[config.mk]
export PLATFORM = sky130hd
export DESIGN_NAME = clkdiv_sched
export DESIGN_NICKNAME = d
export VERILOG_FILES = /design/src/rtl/clkdiv_pkg.sv /design/src/rtl/clkdiv_counter.sv /design/src/rtl/clkdiv_sched.sv
export SDC_FILE = /design/constraint.sdc
export NUM_CORES = 1
export LEC_CHECK = 0
export BUFFER_PORTS_ARGS = -buffer_cell sky130_fd_sc_hd__buf_2
export CORE_MARGIN = 5
export CORE_UTILIZATION = 50
export DETAILED_ROUTE_END_ITERATION = 8
export GPL_ROUTABILITY_DRIVEN = 0
export GPL_TIMING_DRIVEN = 0
export PLACE_DENSITY = 0.72
export SLEW_MARGIN = 10
export SYNTH_ARGS = -nofsm -noshare
export SYNTH_HDL_FRONTEND = slang
export SYNTH_HIERARCHICAL = 1
export SYNTH_SLANG_ARGS = --single-unit
export TNS_END_PERCENT = 50
[constraint.sdc]
create_clock -name clk -period 9.2 [get_ports clk]
set_input_delay 1.84 -clock clk [delete_from_list [all_inputs] [get_ports clk]]
set_output_delay 1.84 -clock clk [all_outputs]
set_load 0.05 [all_outputs]
[src/rtl/clkdiv_pkg.sv]
// Shared definitions for the clock-divide sequencer: select encoding,
// select-to-count mapping and FSM state encoding.
package clkdiv_pkg;

    localparam logic [1:0] SEL_DIV2  = 2'b00;
    localparam logic [1:0] SEL_DIV4  = 2'b01;
    localparam logic [1:0] SEL_DIV8  = 2'b11;
    localparam logic [1:0] SEL_DIV16 = 2'b10;

    typedef enum logic [1:0] {
        IDLE = 2'd0,
        RUN  = 2'd1,
        PEND = 2'd2
    } state_t;

    // Terminal count T = N-1 for the divide ratio selected by sel.
    function automatic logic [3:0] sel_to_term(input logic [1:0] sel);
        logic [3:0] t;
        case (sel)
            SEL_DIV2: t = 4'd1;
            SEL_DIV4: t = 4'd3;
            SEL_DIV8: t = 4'd7;
            default:  t = 4'd15;
        endcase
        return t;
    endfunction

    // Half period N/2: div_out is high for count values at or above this.
    function automatic logic [3:0] sel_to_half(input logic [1:0] sel);
        logic [3:0] h;
        case (sel)
            SEL_DIV2: h = 4'd1;
            SEL_DIV4: h = 4'd2;
            SEL_DIV8: h = 4'd4;
            default:  h = 4'd8;
        endcase
        return h;
    endfunction

endpackage

[src/rtl/clkdiv_counter.sv]
// Divide counter: counts while inc is high, wraps to 0 after term,
// synchronous clear has priority. cnt_nxt exposes the value loaded next edge.
module clkdiv_counter #(
    parameter int CNT_W = 4
) (
    input  logic             clk,
    input  logic             rst,
    input  logic             clr,
    input  logic             inc,
    input  logic [CNT_W-1:0] term,
    output logic [CNT_W-1:0] cnt,
    output logic [CNT_W-1:0] cnt_nxt,
    output logic             wrap
);

    assign wrap = (cnt == term);

    always_comb begin
        cnt_nxt = cnt;
        if (clr) begin
            cnt_nxt = '0;
        end else if (inc) begin
            cnt_nxt = wrap ? '0 : cnt + 1'b1;
        end
    end

    always_ff @(posedge clk or posedge rst) begin
        if (rst) begin
            cnt <= '0;
        end else begin
            cnt <= cnt_nxt;
        end
    end

endmodule

[src/rtl/clkdiv_sched.sv]
// Clock-divide sequencer: divided tick and 50% level for /2../16 in the clk
// domain; ratio changes land on period boundaries. Optional macro
// CLKDIV_SCHED_TICK_CNT_EN adds a saturating tick_count output.
module clkdiv_sched
    import clkdiv_pkg::*;
#(
    parameter logic [1:0] RESET_SEL = 2'b00,
    parameter int         CNT_W     = 4
) (
    input  logic       clk,
    input  logic       rst,
    input  logic       en,
    input  logic       sel_req_valid,
    input  logic [1:0] sel_req,
    output logic       sel_req_ready,
    output logic [1:0] sel_cur,
    output logic       tick,
    output logic       div_out,
    output logic       switch_done,
`ifdef CLKDIV_SCHED_TICK_CNT_EN
    output logic [15:0] tick_count,
`endif
    output logic [1:0] state_dbg
);

    // Request handshake: a select is taken on a cycle where sel_req_valid and
    // sel_req_ready are both high; sel_req is only looked at on that cycle and
    // ready is a pure state decode (low only while a select is pending).

    state_t           state, nxt_state;
    logic [1:0]       pend_sel, nxt_pend;
    logic [1:0]       nxt_sel;
    logic             accept;
    logic             apply;
    logic             cnt_clr;
    logic             cnt_inc;
    logic             wrap;
    logic [CNT_W-1:0] cnt;
    logic [CNT_W-1:0] cnt_nxt;
    logic [CNT_W-1:0] term_cur;
    logic [CNT_W-1:0] term_nxt;
    logic [CNT_W-1:0] half_nxt;
    logic             tick_d;
    logic             div_d;

    assign sel_req_ready = (state != PEND);
    assign accept        = sel_req_valid && sel_req_ready;
    assign state_dbg     = state;

    always_comb begin
        nxt_state = state;
        nxt_sel   = sel_cur;
        nxt_pend  = pend_sel;
        apply     = 1'b0;
        case (state)
            IDLE: begin
                if (accept) begin
                    nxt_sel = sel_req;
                    apply   = 1'b1;
                end
                if (en) begin
                    nxt_state = RUN;
                end
            end
            RUN: begin
                if (!en) begin
                    // An accepted request is not lost when the run stops.
                    nxt_state = IDLE;
                    if (accept) begin
                        nxt_sel = sel_req;
                        apply   = 1'b1;
                    end
                end else if (accept) begin
                    nxt_state = PEND;
                    nxt_pend  = sel_req;
                end
            end
            PEND: begin
                if (!en) begin
                    nxt_state = IDLE;
                    nxt_sel   = pend_sel;
                    apply     = 1'b1;
                end else if (wrap) begin
                    nxt_state = RUN;
                    nxt_sel   = pend_sel;
                    apply     = 1'b1;
                end
            end
            default: begin
                nxt_state = IDLE;
            end
        endcase
    end

    // A new select always restarts the period from zero.
    assign cnt_clr  = (nxt_state == IDLE) || apply;
    assign cnt_inc  = (state != IDLE);
    assign term_cur = CNT_W'(sel_to_term(sel_cur));
    assign term_nxt = CNT_W'(sel_to_term(nxt_sel));
    assign half_nxt = CNT_W'(sel_to_half(nxt_sel));

    clkdiv_counter #(
        .CNT_W(CNT_W)
    ) u_counter (
        .clk     (clk),
        .rst     (rst),
        .clr     (cnt_clr),
        .inc     (cnt_inc),
        .term    (term_cur),
        .cnt     (cnt),
        .cnt_nxt (cnt_nxt),
        .wrap    (wrap)
    );

    // Outputs are registered from next-cycle values so they line up with cnt.
    assign tick_d = (nxt_state != IDLE) && (cnt_nxt == term_nxt);
    assign div_d  = (nxt_state != IDLE) && (cnt_nxt >= half_nxt);

    always_ff @(posedge clk or posedge rst) begin
        if (rst) begin
            state       <= IDLE;
            sel_cur     <= RESET_SEL;
            pend_sel    <= RESET_SEL;
            tick        <= 1'b0;
            div_out     <= 1'b0;
            switch_done <= 1'b0;
        end else begin
            state       <= nxt_state;
            sel_cur     <= nxt_sel;
            pend_sel    <= nxt_pend;
            tick        <= tick_d;
            div_out     <= div_d;
            switch_done <= apply;
        end
    end

`ifdef CLKDIV_SCHED_TICK_CNT_EN
    always_ff @(posedge clk or posedge rst) begin
        if (rst) begin
            tick_count <= 16'h0000;
        end else if (apply) begin
            tick_count <= 16'h0000;
        end else if (tick_d && (tick_count != 16'hFFFF)) begin
            tick_count <= tick_count + 16'h0001;
        end
    end
`endif

endmodule
[Word-level counts from Yosys, hierarchy flattened]
Cells that the tools add are included.
Word-level totals
  register bits: 13
  output and inout bits: 8
  logic and storage cells: 51
  bits of input ports: 6
Cells by class
  add/sub/neg operators: 1
  equal/unequal tests: 9
  reduce and logical (&&, ||, !) cells: 11
  muxes and demuxes: 22
  order comparisons: 1
Operators by type and width (number)
  case mux 4 bit (3 select lines): 3
  two-way mux 2 bit: 9
  two-way mux 4 bit: 3
  case mux 2 bit (3 select lines): 2
  == test 4 bit: 2
  logical NOT 2 bit: 4
  == test 2 x 1 -> 1 bit (second input constant): 3
  == test 2 bit (second input constant): 3
  adder 4 x 1 -> 4 bit (second input constant): 1
  greater-or-equal comparator 4 bit: 1
  two-way mux 1 bit: 4
  nonzero test 2 bit: 2
  logical AND 1 bit: 3
  case mux 1 bit (3 select lines): 1
  AND reduction 3 bit: 1
  inequality test 2 bit (second input constant): 1
  logical OR 1 bit: 1

[Depth between registers and ports, before layout]
  depth after elaboration: 11
  gate-level depth with buffers: 15
  gate-level depth less buffers: 15

[Cells and area by module]
Netlist, hierarchy kept.
By module, submodules not included
  clkdiv_sched: cells each 70, area an instance 640.6 um^2, instances 1, seq. area each 225.2 um^2
  clkdiv_counter: cells each 23, area an instance 265.3 um^2, instances 1, seq. area each 100.1 um^2

[Least setup slack after synthesis]
No wires, ideal clock.
  path type: in2reg
  start point: in sel_req_valid
  end point: reg div_out
  stages: 12
  arrival time: 3.854 ns
  path buffers: 0
  data required time: 9.081 ns
  slack: 5.226 ns
  setup time: 0.119 ns
  path through: nor2_1 > nand3b_4 > nand2_1 > or3b_2 > o22ai_1 > inv_1 > ha_1 > nand2b_1 > a21o_1 > a21o_1 > a21oi_1 > nor2b_1
On the way
  cells in the longest elaborated chain, start to end: 9
  elaborated cells on any way between the ends: 20
  classes of those cells: order compare: 1; eq/ne: 2; mux: 11; reduce/logical: 6
Ends and longest elaborated chain
  from (decl): line clkdiv_sched.sv:13  | input logic sel_req_valid,
  logical AND 1 bit (*): line clkdiv_sched.sv:47  | assign accept = sel_req_valid && sel_req_ready;
  two-way mux 2 bit: line clkdiv_sched.sv:73  | end else if (accept) begin
  two-way mux 2 bit: line clkdiv_sched.sv:66  | if (!en) begin
  case mux 2 bit (3 select lines): line clkdiv_sched.sv:55  | case (state)
  logical NOT 2 bit: line clkdiv_sched.sv:96  | assign cnt_clr = (nxt_state == IDLE) || apply;
  logical OR 1 bit (*): line clkdiv_sched.sv:96
  net cnt_clr: line clkdiv_sched.sv:35  | logic cnt_clr;
  two-way mux 4 bit (*): line clkdiv_counter.sv:20  | if (clr) begin
  net cnt_nxt[0]: line clkdiv_sched.sv:39  | logic [CNT_W-1:0] cnt_nxt;
  greater-or-equal comparator 4 bit (*): line clkdiv_sched.sv:117  | assign div_d = (nxt_state != IDLE) && (cnt_nxt >= half_nxt);
  logical AND 1 bit (*): line clkdiv_sched.sv:117
  net div_d: line clkdiv_sched.sv:44  | logic div_d;
  to (signal assigned): line clkdiv_sched.sv:132  | div_out <= div_d;
  to (decl): line clkdiv_sched.sv:18  | output logic div_out,
Mark *: on every way through the listed nets, which the timed path passes. The rest lies on a longest branch.
A chain may end at the register's enable or synchronous reset.

[Final worst setup path]
  start point: in en
  end point: reg div_out
On the way
  cells in the longest elaborated chain, start to end: 7
  elaborated cells on any way between the ends: 20
  classes of those cells: order compare: 1; eq/ne: 2; mux: 12; reduce/logical: 5
Ends and longest elaborated chain
  from (decl): line clkdiv_sched.sv:12  | input logic en,
  two-way mux 2 bit, on equally long branches: line clkdiv_sched.sv:79, clkdiv_sched.sv:61, clkdiv_sched.sv:66
  case mux 2 bit (3 select lines): line clkdiv_sched.sv:55
  logical NOT 2 bit: line clkdiv_sched.sv:96
  logical OR 1 bit (*): line clkdiv_sched.sv:96
  net cnt_clr: line clkdiv_sched.sv:35
  two-way mux 4 bit (*): line clkdiv_counter.sv:20
  net cnt_nxt[0]: line clkdiv_sched.sv:39
  greater-or-equal comparator 4 bit (*): line clkdiv_sched.sv:117
  logical AND 1 bit (*): line clkdiv_sched.sv:117
  net div_d: line clkdiv_sched.sv:44
Marks and branches as above.

==> flow_summary.json <==
{
  "status": "finished, final reports clean",
  "drc": 0,
  "worstSetupPathType": "in2reg",
  "pin_count": 14,
  "synth_nets": 104,
  "insertion_delay_ns": 0.28,
  "endpoint_kind": "flop",
  "cts_resized": 0,
  "syn_area_um2": 905.9,
  "ctsHoldBuffers": 0,
  "final_util_pct": 59.57,
  "path_buf_inv": 2,
  "p_leak_nw": 0.4809,
  "rr_endpoint": "div_out$_DFF_PP0_",
  "crit_slowest_cell": "or3b_2",
  "synth_top_cell_by_area": "dfrtp_1",
  "cpPeakStageDelay_ns": 0.49,
  "fillerInstances": 168,
  "fin_crit_sh_pct": 46.18,
  "cts_tree": "done",
  "r2r_start": "sel_cur[1]$_DFF_PP0_",
  "synth.avg_cell_area_um2": 9.741,
  "r2r_cells": 14,
  "first_iter_violations": 14,
  "wl_per_cell_um": 13.93,
  "ys_seq_area_share_pct": 35.91,
  "core-area_mm2": 0.001727,
  "rrSetupSlack_ns": 5.66,
  "layout.nets": 122,
  "top_layer": "met4",
  "hold_violations": 0,
  "ys_ff_latch": 13,
  "period_needed_ns": 4.249,
  "ir_worst_vdd_v": 0.0001073,
  "port_buffers": 13,
  "synth_area_leaders": "dfrtp_1 (36%), ha_1 (6.9%), xor2_1 (4.8%)",
  "path_cells": "buf_2, a21boi_0, nand2_1, or3b_2, o22ai_1, inv_1, ha_1, nand2b_1, a21o_1, a21o_1, a21oi_1, nor2b_1",
  "worst_pin_slew_ns": 0.6482,
  "hold_start": "pend_sel[1]$_DFFE_PP0P_",
  "fin_setup_tns_ns": 0,
  "synthCells": 93,
  "drt-pass1-iter-count": 4,
  "rows": 15,
  "diodes": 0,
  "async_reset_ff_share_pct": 100.0,
  "synth.top_cell.area_share_pct": 35.91,
  "die-area_mm2": 0.002763,
  "cts_max_level": 1,
  "crit_top_cell": "a21o_1",
  "maxCapViolCount": 0,
  "drv_slew": 0,
  "yosysUniqueCellTypes": 40,
  "initial_core_util_pct": 52.46,
  "yosysWarnings": 6,
  "arrival_ns": 4.42,
  "power_density_mw_per_mm2": 169.9,
  "grt_max_degree": 11,
  "ant_nets": 0,
  "min_to": "pend_sel[1]$_DFFE_PP0P_",
  "rsz0062_at_grt": "no",
  "cts_sinks": 13,
  "clockBufferDepth": 2,
  "slew_headroom_pct": 56.41,
  "cts.clk_slew.worst_paths_ns": 0.09,
  "fmax_mhz": 235.4,
  "holdPathStages": 1,
  "setup_violations": 0,
  "die_w_um": 52.57,
  "start_kind": "input port",
  "drive_gt1_share_pct": 28.18,
  "fp.dieH_um": 52.57,
  "path_max_fanout": 8,
  "finalClockSkew_ns": 0.006675,
  "cp.required_ns": 9.37,
  "hold_path.class": "reg2reg",
  "drt-met1-wl_um": 804,
  "grt_usage_pct": 16.10,
  "cts_buffers": 3,
  "grt_pass1_wl_mm": 3.208,
  "cts-root-buf": "clkbuf_4",
  "num_vias": 723,
  "post_cts_buffers": 0,
  "ys.flop_type": "dfrtp_1",
  "met3WireLength_um": 117,
  "grt_pass1_vias": 732,
  "vias_per_cell": 5.356,
  "grt_overflow_total": 0,
  "wl_met2_um": 943,
  "dpl.hpwl_mm": 1.455,
  "area_delta_synth_final_pct": 13.54,
  "layout_common_cells": "buf_2 (14), dfrtp_1 (13), nand2_1 (9)",
  "synth_edf_count": 0,
  "mostFrequentLayoutCell": "buf_2",
  "antenna_found_initial": 0,
  "drt-total-wl_mm": 1.880,
  "cp_top_family": "compound AO/OA/AOI/OAI gates"
}
==> where the power goes <==
part,leakage [nW],internal [W],total [W],switching (W)
logic,0.297,0.0000248,0.0000685,0.0000437
registers,0.169,0.0000641,0.0000700,0.00000590
clock network,0.0150,0.0000168,0.0000362,0.0000194
==> registers in the layout, summed over array words and instances (netlist names) <==
register	flops
div_out	1
pend_sel	2
sel_cur	2
state_dbg	2
switch_done	1
tick	1
u_counter/cnt	4
==> metal layers <==
layer,track usage (%),vias to the layer above
li1,-,358
met1,18.23,339
met2,27.27,24
met3,5.413,2
met4,6.809,0
met5,0,-
==> logic make-up after synthesis <==
kind of cell	after synthesis	synth area share (%)
AND/OR/NAND/NOR	38	27.07
AO/OA/AOI/OAI	18	16.02
flip-flops	13	35.91
buffers and inverters	10	5.109
adder cells (fa/ha/maj)	5	6.906
XOR/XNOR	5	4.834
multiplexers	3	3.729
other	1	0.4140
==> Yosys cell counts, drive strengths merged, types with 2 or more instances <==
| cell type | count |
|---|---|
| buf | 2 |
| and2 | 3 |
| ha | 5 |
| inv | 7 |
| or3b | 2 |
| or2 | 2 |
| nand2b | 2 |
| mux2 | 3 |
| nand3 | 3 |
| dfrtp | 13 |
| a21o | 2 |
| nand4 | 2 |
| o21ai | 2 |
| and3 | 2 |
| nand3b | 2 |
| nor2 | 3 |
| nand2 | 9 |
| a21oi | 5 |
| xor2 | 5 |
| nor2b | 4 |
==> metrics by stage <==
stage	hold slack, ns	instance area, um2	power [W]	std cells	setup slack [ns]
2_1_floorplan	0.4704	905.9	0.0001248	93	5.226
3_3_place_gp	0.4977	1002	0.0001372	131	4.722
3_5_place_dp	0.4991	1002	0.0001391	131	4.715
4_1_cts	0.5202	1028	0.0001756	135	4.997
5_1_grt	0.5584	1028	0.0001870	135	4.807
6_report	0.5205	1028	0.0001747	135	4.951
==> final cells by class <==
class | instances | area [um2] | area share (%)
plain buffers | 3 | 20.02 | 1.946
clock buffers | 4 | 26.28 | 2.555
inverters | 7 | 26.28 | 2.555
multi-input cells | 70 | 534.3 | 51.95
flip-flops and latches | 13 | 325.3 | 31.63
well taps | 25 | 31.28 | 3.041
repair buffers | 13 | 65.06 | 6.326
==> worst max path at each step <==
stage	start	to	slack, ns	cells past startpoint
2_1_floorplan	sel_req_valid	div_out$_DFF_PP0_	5.23	12
3_3_place_gp	en	div_out$_DFF_PP0_	4.72	12
3_5_place_dp	en	div_out$_DFF_PP0_	4.71	12
4_1_cts	en	div_out$_DFF_PP0_	5.00	12
5_1_grt	en	div_out$_DFF_PP0_	4.81	12
6_report	en	div_out$_DFF_PP0_	4.95	12
(Power assumes the default switching activity.)
